File: config.mk
export PLATFORM = sky130hd
export DESIGN_NAME = control_sequencer
export DESIGN_NICKNAME = d
export VERILOG_FILES = /design/src/rtl/control_pkg.sv /design/src/rtl/reg_select_decoder.sv /design/src/rtl/control_sequencer.sv
export SDC_FILE = /design/constraint.sdc
export NUM_CORES = 1
export LEC_CHECK = 0
export CORE_ASPECT_RATIO = 1.2
export CORE_MARGIN = 4
export CORE_UTILIZATION = 36
export DETAILED_ROUTE_END_ITERATION = 10
export PLACE_DENSITY = 0.87
export RECOVER_POWER = 25
export SETUP_SLACK_MARGIN = 0.02
export SLEW_MARGIN = 10
export SYNTH_ARGS = -nofsm -noshare
export SYNTH_HDL_FRONTEND = slang
export SYNTH_SLANG_ARGS = --single-unit
File: constraint.sdc
create_clock -name clock -period 2.7 [get_ports clock]
set_clock_uncertainty 0.1 [all_clocks]
set_input_delay 0.54 -clock clock [delete_from_list [all_inputs] [get_ports clock]]
set_output_delay 0.54 -clock clock [all_outputs]
set_load 0.02 [all_outputs]
File: src/rtl/control_pkg.sv
// Shared types for the fetch/execute control sequencer: step states,
// opcode encodings and the opcode-class decode.
package control_pkg;

    localparam int unsigned OP_W = 5;

    typedef enum logic [3:0] {
        IDLE,
        T0,
        T1,
        T1W,
        T2,
        T3,
        T4,
        T5,
        T6,
        HALTED
    } state_e;

    typedef enum logic [2:0] {
        CLS_ALU,
        CLS_MULDIV,
        CLS_NOP,
        CLS_HALT,
        CLS_ILLEGAL
    } op_class_e;

    localparam logic [OP_W-1:0] OP_ADD  = 5'b00011;
    localparam logic [OP_W-1:0] OP_SUB  = 5'b00100;
    localparam logic [OP_W-1:0] OP_AND  = 5'b00101;
    localparam logic [OP_W-1:0] OP_OR   = 5'b00110;
    localparam logic [OP_W-1:0] OP_SHR  = 5'b00111;
    localparam logic [OP_W-1:0] OP_SHL  = 5'b01000;
    localparam logic [OP_W-1:0] OP_MUL  = 5'b01111;
    localparam logic [OP_W-1:0] OP_DIV  = 5'b10000;
    localparam logic [OP_W-1:0] OP_NOP  = 5'b11010;
    localparam logic [OP_W-1:0] OP_HALT = 5'b11011;

    // Groups opcodes by the execute sequence they need.
    function automatic op_class_e op_class(input logic [OP_W-1:0] op);
        op_class_e cls;
        case (op)
            OP_ADD, OP_SUB, OP_AND, OP_OR, OP_SHR, OP_SHL: cls = CLS_ALU;
            OP_MUL, OP_DIV:                                cls = CLS_MULDIV;
            OP_NOP:                                        cls = CLS_NOP;
            OP_HALT:                                       cls = CLS_HALT;
            default:                                       cls = CLS_ILLEGAL;
        endcase
        return cls;
    endfunction

endpackage

File: src/rtl/reg_select_decoder.sv
// Register index to one-hot select; all zero when disabled or the index
// names a register that does not exist.
module reg_select_decoder #(
    parameter int unsigned NUM_REGS = 16,
    parameter int unsigned IDX_W    = 4
) (
    input  logic [IDX_W-1:0]    idx_i,
    input  logic                en_i,
    output logic [NUM_REGS-1:0] onehot_o
);

    always_comb begin
        onehot_o = '0;
        for (int unsigned i = 0; i < NUM_REGS; i++) begin
            onehot_o[i] = en_i && (32'(idx_i) == i);
        end
    end

endmodule

File: src/rtl/control_sequencer.sv
// Fetch/execute control-step generator for the bus DataPath: T0..T6 strobes,
// memory wait states with timeout, MUL/DIV two-word writeback, NOP/HALT.
module control_sequencer
    import control_pkg::*;
#(
    parameter int unsigned DATA_W      = 32,
    parameter int unsigned NUM_REGS    = 16,
    parameter int unsigned OPCODE_W    = 5,
    parameter int unsigned REG_FIELD_W = 4,
    parameter int unsigned WAIT_LIMIT  = 15
) (
    input  logic                clock,
    input  logic                clear,
    input  logic                start,
    input  logic                run,
    input  logic                mem_ready,
    input  logic [DATA_W-1:0]   ir,
    output logic                pc_out,
    output logic                mar_in,
    output logic                inc_pc,
    output logic                z_in,
    output logic                z_low_out,
    output logic                z_high_out,
    output logic                pc_in,
    output logic                read,
    output logic                mdr_in,
    output logic                mdr_out,
    output logic                ir_in,
    output logic                y_in,
    output logic                hi_in,
    output logic                lo_in,
    output logic [NUM_REGS-1:0] rin,
    output logic [NUM_REGS-1:0] rout,
    output logic [OPCODE_W-1:0] alu_op,
    output logic                busy,
    output logic                done,
    output logic                halted,
    output logic                error
);

    localparam int unsigned CNT_W = $clog2(WAIT_LIMIT + 1);
    localparam int unsigned RA_HI = DATA_W - OPCODE_W - 1;
    localparam int unsigned RB_HI = RA_HI - REG_FIELD_W;
    localparam int unsigned RC_HI = RB_HI - REG_FIELD_W;
    localparam int unsigned LOW_W = DATA_W - OPCODE_W - 3 * REG_FIELD_W;

    state_e                 state_q, state_d;
    logic [CNT_W-1:0]       cnt_q, cnt_d;
    logic [OPCODE_W-1:0]    opcode;
    logic [REG_FIELD_W-1:0] ra, rb, rc;
    logic [REG_FIELD_W-1:0] rout_idx;
    op_class_e              op_cls;
    logic                   ra_ok, rb_ok, rc_ok, legal;
    logic                   rin_en, rout_en;

    assign opcode = ir[DATA_W-1 -: OPCODE_W];
    assign ra     = ir[RA_HI -: REG_FIELD_W];
    assign rb     = ir[RB_HI -: REG_FIELD_W];
    assign rc     = ir[RC_HI -: REG_FIELD_W];
    assign op_cls = op_class(OP_W'(opcode));

    assign ra_ok = 32'(ra) < NUM_REGS;
    assign rb_ok = 32'(rb) < NUM_REGS;
    assign rc_ok = 32'(rc) < NUM_REGS;
    // MUL/DIV write HI/LO rather than Ra, so Ra is not range-checked for them.
    assign legal = ((op_cls == CLS_ALU) && ra_ok && rb_ok && rc_ok) ||
                   ((op_cls == CLS_MULDIV) && rb_ok && rc_ok);

    generate
        if (LOW_W > 0) begin : g_ir_low
            logic unused_ir_low;
            assign unused_ir_low = ^ir[LOW_W-1:0];
        end
    endgenerate

    always_ff @(posedge clock or negedge clear) begin
        if (!clear) begin
            state_q <= IDLE;
            cnt_q   <= '0;
        end else begin
            state_q <= state_d;
            cnt_q   <= cnt_d;
        end
    end

    always_comb begin
        state_d    = state_q;
        cnt_d      = '0;
        pc_out     = 1'b0;
        mar_in     = 1'b0;
        inc_pc     = 1'b0;
        z_in       = 1'b0;
        z_low_out  = 1'b0;
        z_high_out = 1'b0;
        pc_in      = 1'b0;
        read       = 1'b0;
        mdr_in     = 1'b0;
        mdr_out    = 1'b0;
        ir_in      = 1'b0;
        y_in       = 1'b0;
        hi_in      = 1'b0;
        lo_in      = 1'b0;
        alu_op     = '0;
        rin_en     = 1'b0;
        rout_en    = 1'b0;
        rout_idx   = rb;
        busy       = 1'b1;
        done       = 1'b0;
        halted     = 1'b0;
        error      = 1'b0;

        case (state_q)
            IDLE: begin
                busy = 1'b0;
                if (start) state_d = T0;
            end
            T0: begin
                pc_out  = 1'b1;
                mar_in  = 1'b1;
                inc_pc  = 1'b1;
                z_in    = 1'b1;
                state_d = T1;
            end
            T1: begin
                z_low_out = 1'b1;
                pc_in     = 1'b1;
                read      = 1'b1;
                mdr_in    = 1'b1;
                state_d   = mem_ready ? T2 : T1W;
            end
            // cnt_q holds the number of wait cycles already spent here.
            T1W: begin
                read   = 1'b1;
                mdr_in = 1'b1;
                cnt_d  = cnt_q + CNT_W'(1);
                if (mem_ready) begin
                    state_d = T2;
                end else if (cnt_q == CNT_W'(WAIT_LIMIT - 1)) begin
                    error   = 1'b1;
                    state_d = IDLE;
                end
            end
            T2: begin
                mdr_out = 1'b1;
                ir_in   = 1'b1;
                state_d = T3;
            end
            T3: begin
                if (legal) begin
                    rout_en = 1'b1;
                    y_in    = 1'b1;
                    state_d = T4;
                end else if (op_cls == CLS_NOP) begin
                    done    = 1'b1;
                    state_d = run ? T0 : IDLE;
                end else if (op_cls == CLS_HALT) begin
                    done    = 1'b1;
                    state_d = HALTED;
                end else begin
                    error   = 1'b1;
                    state_d = IDLE;
                end
            end
            T4: begin
                rout_en  = 1'b1;
                rout_idx = rc;
                alu_op   = opcode;
                z_in     = 1'b1;
                state_d  = T5;
            end
            T5: begin
                z_low_out = 1'b1;
                if (op_cls == CLS_MULDIV) begin
                    lo_in   = 1'b1;
                    state_d = T6;
                end else begin
                    rin_en  = 1'b1;
                    done    = 1'b1;
                    state_d = run ? T0 : IDLE;
                end
            end
            T6: begin
                z_high_out = 1'b1;
                hi_in      = 1'b1;
                done       = 1'b1;
                state_d    = run ? T0 : IDLE;
            end
            HALTED: begin
                busy   = 1'b0;
                halted = 1'b1;
            end
            default: begin
                busy    = 1'b0;
                state_d = IDLE;
            end
        endcase
    end

    reg_select_decoder #(
        .NUM_REGS (NUM_REGS),
        .IDX_W    (REG_FIELD_W)
    ) u_rin_dec (
        .idx_i    (ra),
        .en_i     (rin_en),
        .onehot_o (rin)
    );

    reg_select_decoder #(
        .NUM_REGS (NUM_REGS),
        .IDX_W    (REG_FIELD_W)
    ) u_rout_dec (
        .idx_i    (rout_idx),
        .en_i     (rout_en),
        .onehot_o (rout)
    );

endmodule

[After elaboration in Yosys (flattened, before gate mapping)]
Memories as Yosys holds them, arrays and structs flattened.
Index checks and enable logic that the tools add are counted.
Widths: inputs -> output; s select.
Storage, ports and cells
  register bits after elaboration: 8
  bits in read-only memories: 96
  output and inout bits: 55
  memories kept: 1
Memory list
  (name not given): words 32, bits a word 3, read ports 1, clocked after Yosys merged registers in 0, wr ports 0, RTL line control_pkg.sv:42  | case (op)
Operators by class
  add/subtract/negate cells: 1
  eq/ne operators: 45
  mux-type cells: 39
  bitwise gates (word level): 1
  reductions and logical operators: 42
Operator list (number)
  $eq 4x4->1 const B: 19
  $eq 4x3->1 const B: 12
  $pmux 4 s10: 1
  $mux 4: 9
  $logic_and 1x1->1: 32
  $eq 4x2->1 const B: 6
  $mux 1: 24
  $eq 4x1->1 const B: 3
  $logic_not 4->1: 3
  $reduce_or 8->1: 1
  $eq 3x2->1 const B: 2
  $reduce_or 2->1: 3
  $mux 5: 1
  $add 4x1->4 const B: 1
  $pmux 1 s2: 2
  $eq 3x1->1 const B: 1
  $logic_not 3->1: 1
  $mux 3: 1
  $ne 3x3->1 const B: 1
  $pmux 1 s3: 1
  $reduce_and 3->1: 1
  $ne 2x2->1 const B: 1
  $logic_or 1x1->1: 1
  $not 1->1: 1

[Longest topological paths before layout]
Gate-level depths: netlist of the first run.
An unclocked memory read counts as a cell.
  depth after elaboration: 6
  depth in mapped cells: 6
  depth with buffers taken out: 6

[Modules after synthesis]
Synthesis of the first run repeated with hierarchy kept, for this count alone.
Second synthesis, totals
  cells, all modules: 149
  area total of the unflattened synthesis: 1078.5 um^2
Modules (own cells, without submodules)
  control_sequencer: instances 1, cells an instance 103, area each 843.3 um^2, seq. area each 200.2 um^2
  reg_select_decoder: instances 2, cells an instance 23, area each 117.6 um^2, seq. area each 0.0 um^2

[Worst setup path after synthesis of the first run]
Ideal clock, no wire load.
  path kind: input to output
  start: in ir[30]
  end: out rin[0]
  arrival: 1.807 ns
  slack: 0.253 ns
  cell stages on the path: 5
  buffers on the path: 0
  cells stage by stage: and3_2 a221oi_2 and2b_1 nand2b_1 nor3_1
Between the ends
  word-level cells in the longest chain between the ends: 5
Ends and longest elaborated chain
  start, declared: RTL line control_sequencer.sv:17  | input logic [DATA_W-1:0] ir,
  $mem_v2 32x3
  $eq 3x1->1: RTL line control_sequencer.sv:173  | if (op_cls == CLS_MULDIV) begin
  $mux 1: RTL line control_sequencer.sv:173
  $mux 1: RTL line control_sequencer.sv:112  | case (state_q)
  $logic_and 1x1->1: RTL line reg_select_decoder.sv:15  | onehot_o[i] = en_i && (32'(idx_i) == i);
  end, declared: RTL line control_sequencer.sv:32  | output logic [NUM_REGS-1:0] rin,
Every way passes these cells.

[Final worst setup path of the first run]
  start: in ir[31]
  end: out done
Between the ends
  word-level cells in the longest chain between the ends: 6
  elaborated cells between the ends (all ways): 11
  those cells by class: 3 x eq/ne; 5 x mux; 2 x reduce/logical; 1 x memory
Ends and longest elaborated chain
  $mem_v2 32x3 *
  $eq 3x2->1: RTL line control_sequencer.sv:156  | end else if (op_cls == CLS_HALT) begin
  $mux 1: RTL line control_sequencer.sv:156
  $mux 1: RTL line control_sequencer.sv:153  | end else if (op_cls == CLS_NOP) begin
  $mux 1: RTL line control_sequencer.sv:149  | if (legal) begin
  $pmux 1 s3 *: RTL line control_sequencer.sv:112
  end, declared: RTL line control_sequencer.sv:36  | output logic done,
Every way passes the cells marked *; elsewhere a longest branch is shown, timed or not.

==> impl_metrics.toml, run 1 <==
[place]
place_area_um2 = 2060
place_congestion = 0.827
numPlacedInstances = 292
hpwl_um = 3130
port_buffers = 76

[route]
detail_route.iter0.violations = 45
via_per_inst = 5.09
drc = 0
drtAntennaViolNets = 0
routed_wl_um = 3970
dr.pass1.iters = 4
wl_per_cell_um = 13.4
routed-via-count = 1508

[global_route]
gr-usage-all-layers_pct = 18.7
grt_pass1_wl_um = 6330
overflow = 0
antenna_found_initial = 0
grt_max_degree = 12
grt_pass1_vias = 1437

[finish]
areaGrowthSynthToFinish_pct = 74.8
regArea_um2 = 200
drive_gt1_share_pct = 36.2
nNetsFinal = 301
n_fill_cell = 276
fin_area_um2 = 2020
post-route-util_pct = 65.4
antennaDiodeCount = 0
final_cells = 296
multiInputGateArea_um2 = 950

[worst_setup_path]
critical_path_buf_inv_count = 3
rr_startpoint = "state_q[1]"
cp.required_ns = 2.06
critical_path.endpoint = "done"
crit_type = "input pin to output port"
cp.depth = 6
cp_top_family = "simple AND/OR/NAND/NOR gates"
path_cells = "dlygate4sd2_1, and2b_4, buf_4, nand4_1, or3b_2, clkdlybuf4s15_1"
slowest_stage = "or3b_2"
crit_path_end_kind = "output port"
r2r_setup_slack_ns = 0.96
r2r_end = "state_q[0]"
start_kind = "input pin"
cp-startpoint = "ir[31]"
rr_worst_depth = 6
crit_arrival_ns = 1.97
crit_path_max_fanout = 3
max_stage_delay_ns = 0.45

[hold_path]
hold_class = "register to register"

[timing]
relSlewSlack_pct = 74.7
setup_viol = 0
grt_setup_unrepaired = "true"
period_share_pct = 96.7
tns_ns = 0
tightest_slew_ns = 0.378
period_needed_ns = 2.61
final_max_slew_viol_count = 0
fmax_mhz = 383
hold_violations = 0

[clock_network]
ctsHtreeMaxLevel = 1
numCtsBuffers = 3
cts_hold_buf = 0
cts_buffer_depth = 2
cts_tree = "done"
clock_sinks = 8
clock_latency_ns = 0.25
cts_root_buf = "clkbuf_4"
clkTransAtPathRegs_ns = 0.05

[synth]
synth_ff_type = "dfrtp_1"
ys_ff_latch = 8
netlist_area_um2 = 1150
avgSynthCellArea_um2 = 6.95
synth_warnings = 0
synth_nets = 205
synthArstFlopShare_pct = 100
syn_inst = 166
ys_seq_area_share_pct = 17.4
synth_edf_count = 0
synthDistinctLibCells = 50

[power_and_ir_drop]
finalPower_uw = 1240
pwr_density_cell_nw_per_um2 = 614
ir_drop_mv = 0.589
p_leak_uw = 0.000956

[floorplanning]
core-area_um2 = 3080
dieHeight_um = 70.0
dieArea_um2 = 4180
rows = 22
die_w_um = 59.7
num_io_pins = 92
start_util_pct = 37.4

[outcome]
status = "finished, final reports clean"

[run]
max_cap_viol_count = 0
-- cell usage in the layout (no fill, tap or decap), types with 3 or more instances in the layout --
master and instances:
clkbuf_4 3, clkdlybuf4s50_1 28, dlygate4sd2_1 10, nor3b_2 4, clkbuf_2 5, nor3_2 3
and2_1 4, dfrtp_1 8, a31oi_1 3, nor3_1 9, a21oi_4 4, buf_4 25
a21oi_1 3, nand2b_1 6, inv_1 6, nand2_1 9, nor2_1 46, nor3b_1 3
buf_2 27, nand3_1 3
-- cells in the mapped netlist, types with 2 or more instances --
cell | number | area, um2
ha_1 | 2 | 25.0
clkbuf_8 | 2 | 27.5
a31oi_1 | 4 | 25.0
buf_4 | 5 | 37.5
buf_6 | 2 | 22.5
and3_1 | 2 | 12.5
nor3b_1 | 6 | 45.0
nand2b_1 | 6 | 37.5
nor3_1 | 12 | 60.1
nor2b_1 | 2 | 12.5
buf_2 | 2 | 10.0
a21oi_1 | 7 | 35.0
xnor2_1 | 2 | 17.5
nor2_1 | 46 | 173
dfrtp_1 | 8 | 200
and2_1 | 4 | 25.0
o21ai_0 | 2 | 10.0
nand2_1 | 10 | 37.5
inv_1 | 6 | 22.5
nand3_1 | 4 | 20.0
nand3b_1 | 2 | 15.0
and2_2 | 2 | 15.0
-- cells by family (layout without fill, tap and decap cells) --
group	Yosys count	after routing	synth area share [%]
AOI/OAI and AO/OA	24	24	16.5
adders and majority gates	3	3	3.14
xor gates and xnor gates	3	3	2.28
buffers and inverters	17	111	10.4
muxes	1	1	0.868
DFF	8	8	17.4
and+or+nand+nor	110	110	49.5
-- stage by stage --
step,setup slack (ns),hold slack [ns]
2_1_floorplan,0.253,0.144
3_3_place_gp,-0.643,0.369
3_5_place_dp,-0.693,0.379
4_1_cts,0.0134,0.386
5_1_grt,0.00836,0.428
6_report,0.0880,0.391
-- metal layers --
metal / vias up / wire (um) / global-route usage, %
met5: - / 0 / 0
met4: 0 / 69 / 7.64
met3: 8 / 116 / 1.48
met2: 34 / 2140 / 33.3
met1: 711 / 1640 / 21.9
li1: 755 / - / -
-- area by class of cell --
cell class | instances | share of cell area, %
Timing Repair Buffer | 102 | 38.5
Clock buffer | 3 | 1.12
Sequential cell | 8 | 9.93
Inverter | 6 | 1.12
Multi-Input combinational cell | 141 | 47.1
Tap cell | 36 | 2.23
-- state kept, by name, summed over array words and instances, names as in the netlist --
register	cells
cnt_q	4
state_q	4
-- where the power goes --
| group | internal (uW) | switching, uW |
|---|---|---|
| clock network | 50.7 | 37.5 |
| registers | 155 | 41.2 |
| logic | 453 | 503 |
-- how the worst min path moves through the flow --
stage             start       end  slack [ns]  depth (start not counted)
6_report       cnt_q[0]  cnt_q[0]        0.39                          1
5_1_grt        cnt_q[0]  cnt_q[0]        0.43                          1
4_1_cts        cnt_q[0]  cnt_q[0]        0.39                          1
3_5_place_dp   cnt_q[0]  cnt_q[0]        0.38                          1
3_3_place_gp   cnt_q[0]  cnt_q[0]        0.37                          1
2_1_floorplan     clear  cnt_q[0]        0.14                          0
-- worst reg2reg max path, delay by kind of cell (launching register included) --
| kind | cells | cell delay, ns |
|---|---|---|
| compound gates | 2 | 0.37 |
| buf+inv | 1 | 0.16 |
| flops | 1 | 0.43 |
| simple gates | 3 | 0.63 |
-- repair_timing --
item	in CTS	in global routing
resized for setup	157	19
pin swaps	6	7
setup buffers	2	0
setup endpoints to repair	44	37
Power figures use the tool's default switching activity.
==> inputs of run 2 (changes only) <==
Settings changed: CORE_UTILIZATION 36 to 30, PLACE_DENSITY 0.87 to 0.77.
Clock period 2.7 ns to 2.24 ns, I/O delays scaled along.
==> run 2 against run 1 <==
  * The run now ends with negative setup slack left
  * Utilization is 6.1 points higher
  * Wire length is 17% higher
  * Combinational power grew 58%
  * Clock-buffer cell count did not move
  * Clock power increased by 92%
  * Sequential cell count unchanged
  * Power grew 55%
  * Critical path type is now register to output port
  * Largest cell class unchanged
==> impl_metrics.toml, run 2 (synthesis results as in run 1) <==
[outcome]
status = "complete, but fails checks"
failed_checks = "negative setup slack"

[clock_network]
numCtsBuffers = 3
cts_tree = "done"
cts_root_buf = "clkbuf_8"
clock_latency_ns = 0.23
cts_buffer_depth = 2
cts_hold_buf = 0
ctsHtreeMaxLevel = 1
clkTransAtPathRegs_ns = 0.04
clock_sinks = 8

[route]
detail_route.iter0.violations = 35
dr.pass1.iters = 4
drc = 0
wl_per_cell_um = 13.9
routed-via-count = 1602
drtAntennaViolNets = 0
routed_wl_um = 4660
via_per_inst = 4.77

[power_and_ir_drop]
power.share.clock_pct = 8.8
p_seq_share_pct = 12.7
p_leak_uw = 0.00117
combPwrFrac_pct = 78.5
p_sw_share_pct = 44.4
ir_drop_mv = 0.385
internal_power_uw = 1070
finalPower_uw = 1920
pwr_density_cell_nw_per_um2 = 734
p_switching_uw = 854

[place]
hpwl_um = 3250
port_buffers = 76
place_congestion = 0.800
numPlacedInstances = 319
place_ws_ns = -0.974

[finish]
n_fill_cell = 285
final_cell_mix = "buf_4 (63), nor2_1 (32), buf_6 (28)"
final_cells = 336
reg.largest.list = "cnt_q (4), state_q (4)"
multiInputGateArea_um2 = 1190
nNetsFinal = 325
mostFrequentLayoutCell = "buf_4"
antennaDiodeCount = 0
drive_gt1_share_pct = 61.6
regArea_um2 = 204
areaGrowthSynthToFinish_pct = 127

[timing]
tightest_slew_ns = 0.358
final_max_slew_viol_count = 0
relSlewSlack_pct = 76.0
period_share_pct = 108
setup_ws_ns = -0.189
fmax_mhz = 412
setup_viol = 33
period_needed_ns = 2.43
grt_setup_unrepaired = "true"
hold_violations = 0
hold_ws_ns = 0.373

[global_route]
grt_pass1_vias = 1546
gr-usage-all-layers_pct = 18.2
grt_pass1_wl_um = 7270
overflow = 0
antenna_found_initial = 0
grt_max_degree = 11

[worst_setup_path]
crit_arrival_ns = 1.88
cp.required_ns = 1.69
cp-startpoint = "state_q[3]"
r2r_setup_slack_ns = 0.52
crit_path_max_fanout = 5
cp_top_family = "simple AND/OR/NAND/NOR gates"
rr_startpoint = "state_q[3]"
start_kind = "register"
critical_path.endpoint = "rin[12]"
crit_path_end_kind = "output port"
cp.depth = 6
max_stage_delay_ns = 0.43
critical_path_buf_inv_count = 1
r2r_end = "state_q[0]"
rr_worst_depth = 7
slowest_stage = "dfrtp_2"
path_cells = "nand4b_1, a221oi_4, and2b_1, nand2b_1, nor2_1, buf_4"
crit_type = "register to output port"

[hold_path]
whs_path_depth = 1
hold_class = "register to register"

[floorplanning]
rows = 24
die_w_um = 64.6
num_io_pins = 92
core-area_um2 = 3660
dieHeight_um = 75.9
start_util_pct = 31.5
dieArea_um2 = 4910

[run]
max_cap_viol_count = 0
-- run 2: cell count changes in the layout (fill, tap and decap cells not counted), sizes merged --
| cell | change |
|---|---|
| clkbuf | +2 |
| buf | +44 |
| clkdlybuf4s50 | -13 |
| clkdlybuf4s15 | -2 |
| dlygate4sd2 | -7 |
-- run 2: metrics by stage --
step / cell area (um2) / utilization [%] / setup TNS [ns]
finish: 2620 / 71.6 / -3.44
floorplan: 1160 / - / 0
detailed placement: 2180 / 59.5 / -33.78
global route: 2620 / 71.6 / -6.74
global placement: 2180 / 59.5 / -33.07
CTS: 2370 / 64.8 / -3.08
-- run 2: layout make-up --
class,count,share of cell area (%)
flip-flops and latches,8,7.78
inverters,6,0.859
well taps,52,2.48
repair buffers,126,41.8
clock buffers,3,1.58
multi-input cells,141,45.5
-- run 2: worst min-delay path by stage --
stage	start	to	slack [ns]
3_5_place_dp	cnt_q[0]	cnt_q[0]	0.37
6_report	cnt_q[0]	cnt_q[0]	0.37
2_1_floorplan	clear	cnt_q[0]	0.05
3_3_place_gp	cnt_q[0]	cnt_q[0]	0.37
4_1_cts	cnt_q[0]	cnt_q[0]	0.38
5_1_grt	cnt_q[0]	cnt_q[0]	0.40
-- run 2: per-layer routing --
metal | wire length (um) | track usage [%]
met5 | 0 | 0
met3 | 135 | 1.63
met1 | 1790 | 20.7
met2 | 2600 | 34.2
met4 | 133 | 6.77
-- run 2: repair_timing --
| item | 4_1_cts | 5_1_grt |
|---|---|---|
| resized for setup | 282 | 91 |
| endpoints found under the setup margin | 55 | 51 |
| pin swaps | 26 | 24 |
| endpoints found under the hold margin | 0 | 0 |
| setup buffers | 11 | 7 |
-- run 2: power by group through the flow --
stage / Clock, uW / Sequential, uW / Combinational (uW)
floorplan: 0 / 222 / 722
global placement: 0 / 238 / 1220
detailed placement: 0 / 239 / 1240
CTS: 173 / 236 / 1310
global route: 179 / 253 / 1620
finish: 169 / 245 / 1510
